$ cat src/rtl/ex_mem_pipe_pkg.sv
// Shared constants and payload types for the EX->MEM pipeline register.
package ex_mem_pkg;

    localparam int unsigned IR_W    = 32;
    localparam int unsigned OP_W    = 6;
    localparam int unsigned FLAGS_W = 3;
    localparam int unsigned EXC_W   = 5;

    localparam logic [OP_W-1:0] OP_LW  = 6'h23;
    localparam logic [OP_W-1:0] OP_LB  = 6'h20;
    localparam logic [OP_W-1:0] OP_LBU = 6'h24;
    localparam logic [OP_W-1:0] OP_LH  = 6'h21;
    localparam logic [OP_W-1:0] OP_LHU = 6'h25;
    localparam logic [OP_W-1:0] OP_SW  = 6'h2B;
    localparam logic [OP_W-1:0] OP_SB  = 6'h28;
    localparam logic [OP_W-1:0] OP_SH  = 6'h29;

    localparam logic [EXC_W-1:0] EXC_NONE = 5'd0;
    localparam logic [EXC_W-1:0] EXC_ADEL = 5'd4;
    localparam logic [EXC_W-1:0] EXC_ADES = 5'd5;

    // Width-independent part of a pipeline entry; datapath fields sit beside it.
    typedef struct packed {
        logic [IR_W-1:0]    ir;
        logic [FLAGS_W-1:0] flags;
        logic [EXC_W-1:0]   excode;
    } ex_ctl_t;

endpackage

$ cat src/rtl/ex_mem_pipe_if.sv
// EX->MEM handshake bundle: upstream in_* beat and downstream out_* beat.
interface ex_mem_pipe_if #(
    parameter int unsigned DW = 32
);
    import ex_mem_pkg::*;

    logic                in_valid;
    logic                in_ready;
    logic [IR_W-1:0]     in_ir;
    logic [DW-1:0]       in_pc;
    logic [DW-1:0]       in_alu;
    logic [DW-1:0]       in_md;
    logic [DW-1:0]       in_rt;
    logic [FLAGS_W-1:0]  in_flags;
    logic [EXC_W-1:0]    in_excode;

    logic                out_valid;
    logic                out_ready;
    logic [IR_W-1:0]     out_ir;
    logic [DW-1:0]       out_pc;
    logic [DW-1:0]       out_pc4;
    logic [DW-1:0]       out_pc8;
    logic [DW-1:0]       out_ao;
    logic [DW-1:0]       out_md;
    logic [DW-1:0]       out_rt;
    logic [FLAGS_W-1:0]  out_flags;
    logic [EXC_W-1:0]    out_excode;

    modport master (
        output in_valid, in_ir, in_pc, in_alu, in_md, in_rt, in_flags, in_excode, out_ready,
        input  in_ready, out_valid, out_ir, out_pc, out_pc4, out_pc8, out_ao, out_md, out_rt,
               out_flags, out_excode
    );

    modport slave (
        input  in_valid, in_ir, in_pc, in_alu, in_md, in_rt, in_flags, in_excode, out_ready,
        output in_ready, out_valid, out_ir, out_pc, out_pc4, out_pc8, out_ao, out_md, out_rt,
               out_flags, out_excode
    );

endinterface

$ cat src/rtl/ex_mem_pipe_addr_chk.sv
// Combinational exception-code generator: load/store alignment and address-window checks.
module ex_mem_addr_chk
    import ex_mem_pkg::*;
#(
    parameter int unsigned DW          = 32,
    parameter logic [31:0] DMEM_TOP    = 32'h0000_2FFF,
    parameter logic [31:0] DEV0_BASE   = 32'h0000_7F00,
    parameter logic [31:0] DEV0_RLAST  = 32'h0000_7F0B,
    parameter logic [31:0] DEV0_WLAST  = 32'h0000_7F07,
    parameter logic [31:0] DEV1_BASE   = 32'h0000_7F10,
    parameter logic [31:0] DEV1_LAST   = 32'h0000_7F1B
) (
    input  logic [OP_W-1:0]  op,
    input  logic [DW-1:0]    addr,
    input  logic [EXC_W-1:0] excode_in,
    output logic [EXC_W-1:0] excode_c
);

    logic is_lw, is_lb, is_lbu, is_lh, is_lhu, is_sw, is_sb, is_sh;
    logic in_dmem, in_dev0_r, in_dev0_w, in_dev1, in_dev;
    logic adel, ades;

    assign is_lw  = (op == OP_LW);
    assign is_lb  = (op == OP_LB);
    assign is_lbu = (op == OP_LBU);
    assign is_lh  = (op == OP_LH);
    assign is_lhu = (op == OP_LHU);
    assign is_sw  = (op == OP_SW);
    assign is_sb  = (op == OP_SB);
    assign is_sh  = (op == OP_SH);

    // Unsigned window membership over the full address width.
    assign in_dmem   = (addr <= DW'(DMEM_TOP));
    assign in_dev0_r = (addr >= DW'(DEV0_BASE)) && (addr <= DW'(DEV0_RLAST));
    assign in_dev0_w = (addr >= DW'(DEV0_BASE)) && (addr <= DW'(DEV0_WLAST));
    assign in_dev1   = (addr >= DW'(DEV1_BASE)) && (addr <= DW'(DEV1_LAST));
    assign in_dev    = in_dev0_r || in_dev0_w || in_dev1;

    assign adel = (is_lw && (addr[1:0] != 2'b00))
               || ((is_lh || is_lhu) && addr[0])
               || ((is_lw || is_lb || is_lbu || is_lh || is_lhu)
                   && !(in_dmem || in_dev0_r || in_dev1))
               || ((is_lb || is_lbu || is_lh || is_lhu) && in_dev);

    assign ades = (is_sw && (addr[1:0] != 2'b00))
               || (is_sh && addr[0])
               || ((is_sw || is_sb || is_sh) && !(in_dmem || in_dev0_w || in_dev1))
               || ((is_sb || is_sh) && in_dev);

    // An upstream exception always wins over the address checks.
    always_comb begin
        excode_c = EXC_NONE;
        if (excode_in != EXC_NONE) begin
            excode_c = excode_in;
        end else if (adel) begin
            excode_c = EXC_ADEL;
        end else if (ades) begin
            excode_c = EXC_ADES;
        end
    end

endmodule

$ cat src/rtl/ex_mem_pipe.sv
// EX->MEM pipeline register with address-exception tagging.
// Define EX_MEM_PIPE_SKID_EN to add a one-entry skid buffer and a registered in_ready.
module ex_mem_pipe
    import ex_mem_pkg::*;
#(
    parameter int unsigned DW          = 32,
    parameter logic [31:0] DMEM_TOP    = 32'h0000_2FFF,
    parameter logic [31:0] DEV0_BASE   = 32'h0000_7F00,
    parameter logic [31:0] DEV0_RLAST  = 32'h0000_7F0B,
    parameter logic [31:0] DEV0_WLAST  = 32'h0000_7F07,
    parameter logic [31:0] DEV1_BASE   = 32'h0000_7F10,
    parameter logic [31:0] DEV1_LAST   = 32'h0000_7F1B
) (
    input  logic          clk,
    input  logic          reset,
    input  logic          flush,
    ex_mem_pipe_if.slave  bus
);

    logic [EXC_W-1:0] in_code_c;
    ex_ctl_t          in_ctl;
    logic             accept;
    logic             out_free;
    logic             load_out;

    ex_ctl_t          src_ctl;
    logic [DW-1:0]    src_pc, src_alu, src_md, src_rt;

    logic             out_valid_q;
    ex_ctl_t          out_ctl_q;
    logic [DW-1:0]    out_pc_q, out_pc4_q, out_pc8_q, out_ao_q, out_md_q, out_rt_q;

    ex_mem_addr_chk #(
        .DW(DW), .DMEM_TOP(DMEM_TOP),
        .DEV0_BASE(DEV0_BASE), .DEV0_RLAST(DEV0_RLAST), .DEV0_WLAST(DEV0_WLAST),
        .DEV1_BASE(DEV1_BASE), .DEV1_LAST(DEV1_LAST)
    ) u_addr_chk (
        .op        (bus.in_ir[31:26]),
        .addr      (bus.in_alu),
        .excode_in (bus.in_excode),
        .excode_c  (in_code_c)
    );

    assign in_ctl   = '{ir: bus.in_ir, flags: bus.in_flags, excode: in_code_c};
    assign accept   = bus.in_valid && bus.in_ready && !flush;
    assign out_free = !out_valid_q || bus.out_ready;

`ifdef EX_MEM_PIPE_SKID_EN
    logic          skid_valid_q, skid_valid_d, in_ready_q, load_skid;
    ex_ctl_t       skid_ctl_q;
    logic [DW-1:0] skid_pc_q, skid_alu_q, skid_md_q, skid_rt_q;

    assign bus.in_ready = in_ready_q;
    assign load_skid    = accept && !out_free;
    assign load_out     = out_free && (skid_valid_q || accept);
    assign skid_valid_d = load_skid || (skid_valid_q && !out_free);

    // A held skid entry is always older than anything on the input.
    assign src_ctl = skid_valid_q ? skid_ctl_q : in_ctl;
    assign src_pc  = skid_valid_q ? skid_pc_q  : bus.in_pc;
    assign src_alu = skid_valid_q ? skid_alu_q : bus.in_alu;
    assign src_md  = skid_valid_q ? skid_md_q  : bus.in_md;
    assign src_rt  = skid_valid_q ? skid_rt_q  : bus.in_rt;

    always_ff @(posedge clk) begin
        if (reset) begin
            skid_valid_q <= 1'b0;
            in_ready_q   <= 1'b1;
            skid_ctl_q   <= '0;
            skid_pc_q    <= '0;
            skid_alu_q   <= '0;
            skid_md_q    <= '0;
            skid_rt_q    <= '0;
        end else if (flush) begin
            skid_valid_q <= 1'b0;
            in_ready_q   <= 1'b1;
        end else begin
            skid_valid_q <= skid_valid_d;
            in_ready_q   <= !skid_valid_d;
            if (load_skid) begin
                skid_ctl_q <= in_ctl;
                skid_pc_q  <= bus.in_pc;
                skid_alu_q <= bus.in_alu;
                skid_md_q  <= bus.in_md;
                skid_rt_q  <= bus.in_rt;
            end
        end
    end
`else
    assign bus.in_ready = out_free;
    assign load_out     = accept;
    assign src_ctl      = in_ctl;
    assign src_pc       = bus.in_pc;
    assign src_alu      = bus.in_alu;
    assign src_md       = bus.in_md;
    assign src_rt       = bus.in_rt;
`endif

    // Output stage; flush kills the entry but leaves the datapath fields untouched.
    always_ff @(posedge clk) begin
        if (reset) begin
            out_valid_q <= 1'b0;
            out_ctl_q   <= '0;
            out_pc_q    <= '0;
            out_pc4_q   <= '0;
            out_pc8_q   <= '0;
            out_ao_q    <= '0;
            out_md_q    <= '0;
            out_rt_q    <= '0;
        end else if (flush) begin
            out_valid_q      <= 1'b0;
            out_ctl_q.ir     <= '0;
            out_ctl_q.excode <= '0;
        end else if (load_out) begin
            out_valid_q <= 1'b1;
            out_ctl_q   <= src_ctl;
            out_pc_q    <= src_pc;
            out_pc4_q   <= src_pc + DW'(4);
            out_pc8_q   <= src_pc + DW'(8);
            out_ao_q    <= src_alu;
            out_md_q    <= src_md;
            out_rt_q    <= src_rt;
        end else if (bus.out_ready) begin
            out_valid_q <= 1'b0;
        end
    end

    assign bus.out_valid  = out_valid_q;
    assign bus.out_ir     = out_ctl_q.ir;
    assign bus.out_flags  = out_ctl_q.flags;
    assign bus.out_excode = out_ctl_q.excode;
    assign bus.out_pc     = out_pc_q;
    assign bus.out_pc4    = out_pc4_q;
    assign bus.out_pc8    = out_pc8_q;
    assign bus.out_ao     = out_ao_q;
    assign bus.out_md     = out_md_q;
    assign bus.out_rt     = out_rt_q;

endmodule

$ cat src/flat_wrapper.sv
// flat-port wrapper written by rule: the top's interface ports become plain ports
module ex_mem_pipe_flat import ex_mem_pkg::*;
#(
    parameter int unsigned DW          = 32,
    parameter logic [31:0] DMEM_TOP    = 32'h0000_2FFF,
    parameter logic [31:0] DEV0_BASE   = 32'h0000_7F00,
    parameter logic [31:0] DEV0_RLAST  = 32'h0000_7F0B,
    parameter logic [31:0] DEV0_WLAST  = 32'h0000_7F07,
    parameter logic [31:0] DEV1_BASE   = 32'h0000_7F10,
    parameter logic [31:0] DEV1_LAST   = 32'h0000_7F1B
)
  (clk, reset, flush, bus_in_valid, bus_in_ir, bus_in_pc, bus_in_alu, bus_in_md, bus_in_rt, bus_in_flags, bus_in_excode, bus_out_ready, bus_in_ready, bus_out_valid, bus_out_ir, bus_out_pc, bus_out_pc4, bus_out_pc8, bus_out_ao, bus_out_md, bus_out_rt, bus_out_flags, bus_out_excode);
  ex_mem_pipe_if #(.DW(DW)) bus_i ();
  input  logic clk;
  input  logic reset;
  input  logic flush;
  input wire logic [$bits(bus_i.in_valid)-1:0] bus_in_valid;
  input wire logic [$bits(bus_i.in_ir)-1:0] bus_in_ir;
  input wire logic [$bits(bus_i.in_pc)-1:0] bus_in_pc;
  input wire logic [$bits(bus_i.in_alu)-1:0] bus_in_alu;
  input wire logic [$bits(bus_i.in_md)-1:0] bus_in_md;
  input wire logic [$bits(bus_i.in_rt)-1:0] bus_in_rt;
  input wire logic [$bits(bus_i.in_flags)-1:0] bus_in_flags;
  input wire logic [$bits(bus_i.in_excode)-1:0] bus_in_excode;
  input wire logic [$bits(bus_i.out_ready)-1:0] bus_out_ready;
  output wire logic [$bits(bus_i.in_ready)-1:0] bus_in_ready;
  output wire logic [$bits(bus_i.out_valid)-1:0] bus_out_valid;
  output wire logic [$bits(bus_i.out_ir)-1:0] bus_out_ir;
  output wire logic [$bits(bus_i.out_pc)-1:0] bus_out_pc;
  output wire logic [$bits(bus_i.out_pc4)-1:0] bus_out_pc4;
  output wire logic [$bits(bus_i.out_pc8)-1:0] bus_out_pc8;
  output wire logic [$bits(bus_i.out_ao)-1:0] bus_out_ao;
  output wire logic [$bits(bus_i.out_md)-1:0] bus_out_md;
  output wire logic [$bits(bus_i.out_rt)-1:0] bus_out_rt;
  output wire logic [$bits(bus_i.out_flags)-1:0] bus_out_flags;
  output wire logic [$bits(bus_i.out_excode)-1:0] bus_out_excode;
  assign bus_i.in_valid = bus_in_valid;
  assign bus_i.in_ir = bus_in_ir;
  assign bus_i.in_pc = bus_in_pc;
  assign bus_i.in_alu = bus_in_alu;
  assign bus_i.in_md = bus_in_md;
  assign bus_i.in_rt = bus_in_rt;
  assign bus_i.in_flags = bus_in_flags;
  assign bus_i.in_excode = bus_in_excode;
  assign bus_i.out_ready = bus_out_ready;
  assign bus_in_ready = bus_i.in_ready;
  assign bus_out_valid = bus_i.out_valid;
  assign bus_out_ir = bus_i.out_ir;
  assign bus_out_pc = bus_i.out_pc;
  assign bus_out_pc4 = bus_i.out_pc4;
  assign bus_out_pc8 = bus_i.out_pc8;
  assign bus_out_ao = bus_i.out_ao;
  assign bus_out_md = bus_i.out_md;
  assign bus_out_rt = bus_i.out_rt;
  assign bus_out_flags = bus_i.out_flags;
  assign bus_out_excode = bus_i.out_excode;
  ex_mem_pipe #(.DW(DW), .DMEM_TOP(DMEM_TOP), .DEV0_BASE(DEV0_BASE), .DEV0_RLAST(DEV0_RLAST), .DEV0_WLAST(DEV0_WLAST), .DEV1_BASE(DEV1_BASE), .DEV1_LAST(DEV1_LAST)) u_core (.clk(clk), .reset(reset), .flush(flush), .bus(bus_i));
endmodule
$ cat config.mk
export PLATFORM = sky130hd
export DESIGN_NAME = ex_mem_pipe_flat
export DESIGN_NICKNAME = d
export VERILOG_FILES = /design/src/rtl/ex_mem_pipe_pkg.sv /design/src/rtl/ex_mem_pipe_if.sv /design/src/rtl/ex_mem_pipe_addr_chk.sv /design/src/rtl/ex_mem_pipe.sv /design/src/flat_wrapper.sv
export SDC_FILE = /design/constraint.sdc
export NUM_CORES = 1
export LEC_CHECK = 0
export BUFFER_PORTS_ARGS = -buffer_cell sky130_fd_sc_hd__buf_4
export CAP_MARGIN = 25
export CORE_MARGIN = 2
export CORE_UTILIZATION = 38
export CTS_CLUSTER_DIAMETER = 60
export DETAILED_ROUTE_END_ITERATION = 10
export PLACE_DENSITY = 0.78
export SETUP_SLACK_MARGIN = 0.4
export SYNTH_ARGS = -nofsm -noshare
export SYNTH_HDL_FRONTEND = slang
export SYNTH_HIERARCHICAL = 1
export SYNTH_SLANG_ARGS = --single-unit
$ cat constraint.sdc
create_clock -name clk -period 3.2 [get_ports clk]
set_input_delay 0.32 -clock clk [delete_from_list [all_inputs] [get_ports clk]]
set_output_delay 0.32 -clock clk [all_outputs]
set_load 0.03 [all_outputs]
* Word-level counts from Yosys, hierarchy flattened
Index checks and enable logic that the tools add are counted. W data, S select, Z words.
Word-level totals: output and inout bits 234, bits of input ports 173, register bits after elaboration 233, logic and storage cells 78
Cells by class: mux-type cells 5, reduce and logical (&&, ||, !) cells 46, $lt $le $gt $ge 6, bitwise gates (word level) 1, add/subtract/negate cells 2, equal/unequal tests 8
Operator list (count):
- $le A32 B15 Y1 const B | 3
- $ge A32 B15 Y1 const B | 2
- $eq A6 B6 Y1 const B | 8
- $add A32 B3 Y32 const B | 1
- $add A32 B4 Y32 const B | 1
- $le A32 B14 Y1 const B | 1
- $logic_or A1 B1 Y1 | 24
- $logic_and A1 B1 Y1 | 13
- $mux W3 | 2
- $mux W5 | 1
- $reduce_bool A5 Y1 | 1
- $logic_not A1 Y1 | 4
- $reduce_bool A2 Y1 | 2
- $mux W1 | 2
- $reduce_and A2 Y1 | 1
- $reduce_or A2 Y1 | 1
- $not A1 Y1 | 1

* Logic depth before layout (Yosys ltp)
depth after elaboration 11, mapped depth 8, depth with buffers taken out 8

* By module
The synthesis kept the hierarchy.
Modules (own cells, without submodules):
- ex_mem_pipe | seq. area each 4564.4 µm², cells an instance 1104, instances 1, area each 8818.5 µm²
- ex_mem_addr_chk | seq. area each 0.0 µm², cells an instance 36, instances 1, area each 244.0 µm²

* Worst setup path before layout
Ideal clock, no wire load.
path type register -> register, from register u_core.out_valid_q (netlist: u_core/bus.out_valid), to register u_core.out_pc_q[0] (netlist: u_core/bus.out_pc[0]), period minus slack after synthesis 2.128 ns, path buffers 3, stages on the path, launching flop included 9, data arrival time 2.057 ns, setup slack 1.072 ns, setup time 0.070 ns, required time 3.130 ns, cell sequence dfxtp_1 -> nand2b_1 -> and2_1 -> nand2b_1 -> clkbuf_1 -> clkbuf_1 -> clkbuf_1 -> nand2_1 -> a21oi_1
On the way: cells in the longest elaborated chain, start to end 5
Ends and longest elaborated chain:
- start: declaration | RTL line ex_mem_pipe.sv:29 | logic out_valid_q;
- start signal: assignment | RTL line ex_mem_pipe.sv:102 | out_valid_q <= 1'b0;
- start signal: assignment | RTL line ex_mem_pipe.sv:111 | out_valid_q <= 1'b0;
- start signal: assignment | RTL line ex_mem_pipe.sv:115 | out_valid_q <= 1'b1;
- $logic_not A1 Y1 | RTL line ex_mem_pipe.sv:46 | assign out_free = !out_valid_q || bus.out_ready;
- $logic_or A1 B1 Y1 | RTL line ex_mem_pipe.sv:46
- net bus_in_ready | RTL line flat_wrapper.sv:26 | output wire logic [$bits(bus_i.in_ready)-1:0] bus_in_ready;
- $logic_and A1 B1 Y1 (2 in series) | RTL line ex_mem_pipe.sv:45 | assign accept = bus.in_valid && bus.in_ready && !flush;
- $reduce_and A2 Y1 (no source line)
- end signal: assignment | RTL line ex_mem_pipe.sv:117 | out_pc_q <= src_pc;
- end: declaration | RTL line ex_mem_pipe.sv:31 | logic [DW-1:0] out_pc_q, out_pc4_q, out_pc8_q, out_ao_q, out_md_q, out_rt_q;
The timed path passes the listed nets, and every way through them passes these cells. A chain may end at the register's enable or synchronous reset.

* Final worst setup path
from input bus_in_pc[2], to register u_core.out_pc4_q[24] (netlist: u_core/bus.out_pc4[24])
On the way: cells in the longest elaborated chain, start to end 1
Ends and longest elaborated chain:
- start: declaration | RTL line flat_wrapper.sv:19 | input wire logic [$bits(bus_i.in_pc)-1:0] bus_in_pc;
- $add A32 B3 Y32 | RTL line ex_mem_pipe.sv:118 | out_pc4_q <= src_pc + DW'(4);
- end signal: assignment | RTL line ex_mem_pipe.sv:118
- end: declaration | RTL line ex_mem_pipe.sv:31
No other way between the ends.

==> impl_metrics.json <==
{
  "outcome": "finished clean",
  "fin_crit_ns": 1.90,
  "hp-class": "in -> reg",
  "maxSlewHeadroom_pct": 34.0,
  "fp.dieH_um": 158,
  "grt_pass1_vias": 8192,
  "synthTopCellsByCount": "nand2_1, dfxtp_1, a21oi_1",
  "dp_hpwl_um": 21700,
  "ys_ff_latch": 228,
  "fmax_mhz": 527,
  "cp.required_ns": 3.63,
  "syn-num-nets": 1315,
  "worstMarginPinSlew_ns": 0.981,
  "setup_viol": 0,
  "ys_async_sr_fraction_pct": 0,
  "grt_pass1_wl_um": 43700,
  "clk_path_buf_depth": 3,
  "p_leak_nw": 5.48,
  "antenna_found_initial": 0,
  "slew_viol_final": 0,
  "start_util_pct": 38.6,
  "cp-end-kind": "register",
  "port_buffers": 406,
  "clock_latency_ns": 0.52,
  "synth_area_leaders": "dfxtp_1, nand2_1, a21oi_1, a211oi_1, xnor2_1",
  "ioPinCount": 407,
  "n_fill_cell": 2084,
  "via_per_inst": 5.01,
  "grt_max_degree": 134,
  "post-cts-setup-buffer-count": 0,
  "switchingPower_mw": 1.98,
  "gp_congestion": 0.886,
  "grt-ovfl-total": 0,
  "ys_seq_area_share_pct": 50.4,
  "yosys_warnings": 6,
  "ctsHoldBuffers": 0,
  "worst-path-max-fanout": 5,
  "clk_pin_slew_ns": 0.06,
  "antenna_left": 0,
  "cts.root.buffer_cell": "clkbuf_16",
  "cts_buffers": 27,
  "utilization_pct": 56.1,
  "synth.most_common_cell": "nand2_1",
  "cts_resized": 0,
  "yosysTopAreaCell": "dfxtp_1",
  "detail_route.first_pass.iterations": 5,
  "seq_power_share_pct": 41.8,
  "track_usage_pct": 21.8,
  "clock_skew_ns": 0.0157,
  "fin_tns_setup_ns": 0,
  "dp_cells": 1777,
  "worstPathArrival_ns": 2.33,
  "htree_levels": 1,
  "layout-drive-gt1-share_pct": 31.6,
  "syn_avg_cell_area_um2": 7.95,
  "max-vdd-ir-drop_mv": 0.352,
  "yosysTopAreaCellShare_pct": 50.4,
  "routedWlPerCell_um": 16.5,
  "yosys_most_used_dff": "dfxtp_1",
  "cts_tree": "built",
  "fin_crit_sh_pct": 59.3,
  "cts.sinks": 228,
  "num_rows": 56,
  "core_area_um2": 23500,
  "nets": 1662,
  "p_int_mw": 5.34,
  "ys_types": 46,
  "drc": 0,
  "finalPower_mw": 7.32,
  "p_per_area_nw_per_um2": 555,
  "vias": 9128,
  "switching_share_pct": 27.0,
  "hold_viol_final": 0,
  "rsz0062_at_grt": "no",
  "synth_edf_count": 0,
  "syn_area_um2": 9060,
  "n_antenna_cell": 0,
  "path_class": "in -> reg",
  "combPwrFrac_pct": 16.2,
  "final_cells": 1823,
  "power_frac_clock_pct": 42.0,
  "wl_um": 30100,
  "first_iter_violations": 777,
  "synthToLayoutAreaGrowth_pct": 45.4,
  "die_x_um": 158,
  "die_area_um2": 25100,
  "maxCapViolCount": 0,
  "cp-start-kind": "input pin",
  "netlist_instances": 1140
}
==> sequential cells by signal (all words and copies together), names as in the netlist <==
name	cells
u_core/bus.out_flags	3
u_core/bus.out_excode	5
u_core/bus.out_valid	1
u_core/bus.out_pc	32
u_core/bus.out_pc4	30
u_core/bus.out_rt	32
u_core/bus.out_pc8	29
u_core/bus.out_md	32
u_core/bus.out_ao	32
u_core/bus.out_ir	32
==> final timing paths <==
path              slack [ns]  cells after the start                             endpoint                                from
setup / recovery        1.30                      7  u_core/bus.out_pc4[24]$_SDFFE_PP0P_                        bus_in_pc[2]
hold / removal          0.03                      2   u_core/bus.out_pc4[2]$_SDFFE_PP0P_                        bus_in_pc[2]
setup reg to reg        1.46                      6   u_core/bus.out_pc8[3]$_SDFFE_PP0P_   u_core/bus.out_valid$_SDFFE_PP0P_
hold reg to reg         0.45                      2   u_core/bus.out_ao[15]$_SDFFE_PP0P_  u_core/bus.out_ao[15]$_SDFFE_PP0P_
==> layer usage <==
metal  global-route usage, %  share of wire [%]  wire, um
met3                    5.04                9.2      2760
met2                    35.8                 47     14300
met5                       0                  0         0
met1                    28.1                 40     12100
met4                    7.89                3.1       928
==> per-stage QoR <==
| stage | cell area (um2) | hold WS, ns | setup slack (ns) |
|---|---|---|---|
| 2_1_floorplan | 9060 | 0.416 | 1.07 |
| 3_3_place_gp | 12300 | 0.442 | 0.938 |
| 3_5_place_dp | 12300 | 0.447 | 0.862 |
| 4_1_cts | 13200 | 0.00798 | 1.40 |
| 5_1_grt | 13200 | 0.0120 | 1.22 |
| 6_report | 13200 | 0.0321 | 1.30 |
==> power by group through the flow <==
stage / Combinational (mW) / Sequential, mW / Clock, mW
floorplan: 0.374 / 3.39 / 0
global placement: 1.17 / 3.12 / 0
detailed placement: 1.18 / 3.12 / 0
CTS: 1.19 / 3.06 / 3.15
global route: 1.26 / 3.08 / 3.27
finish: 1.19 / 3.06 / 3.07
==> cells by family after synthesis <==
family / count (synthesis) / synth area share [%]
AO/OA/AOI/OAI: 240 / 15.4
XOR/XNOR: 55 / 5.32
adder cells (fa/ha/maj): 2 / 0.276
buffers and inverters: 102 / 4.64
flip-flops: 228 / 50.4
AND/OR/NAND/NOR: 513 / 24.0
==> cells in the final DEF (no fill, tap or decap), types with 7 or more instances in the layout <==
cell type and n:
buf_4 409, nand2_1 357, dfxtp_1 228, a21oi_1 172, nor2_1 77, a211oi_1 57, xnor2_1 34, clkbuf_16 27
xor2_1 21, nand3_1 17, nor3_1 13, nand4_1 12, nor4_1 7
==> area by class of cell <==
class                   count  area [um2]  area share [%]
clock buffers              35         756            5.73
clock inverters            11         150            1.14
inverters                   4        15.0           0.114
multi-input cells         810        4090            31.1
flip-flops and latches    228        4560            34.6
well taps                 319         399            3.03
repair buffers            416        3200            24.3
==> worst max-delay path, cell delays in order <==
cell	delay [ns]
buf_4	0.11
ha_1	0.20
nand3_1	0.22
nor4_1	0.89
nand3_1	0.18
xor2_1	0.19
a211oi_1	0.21
Note: power is estimated with default switching activity, not from simulation.
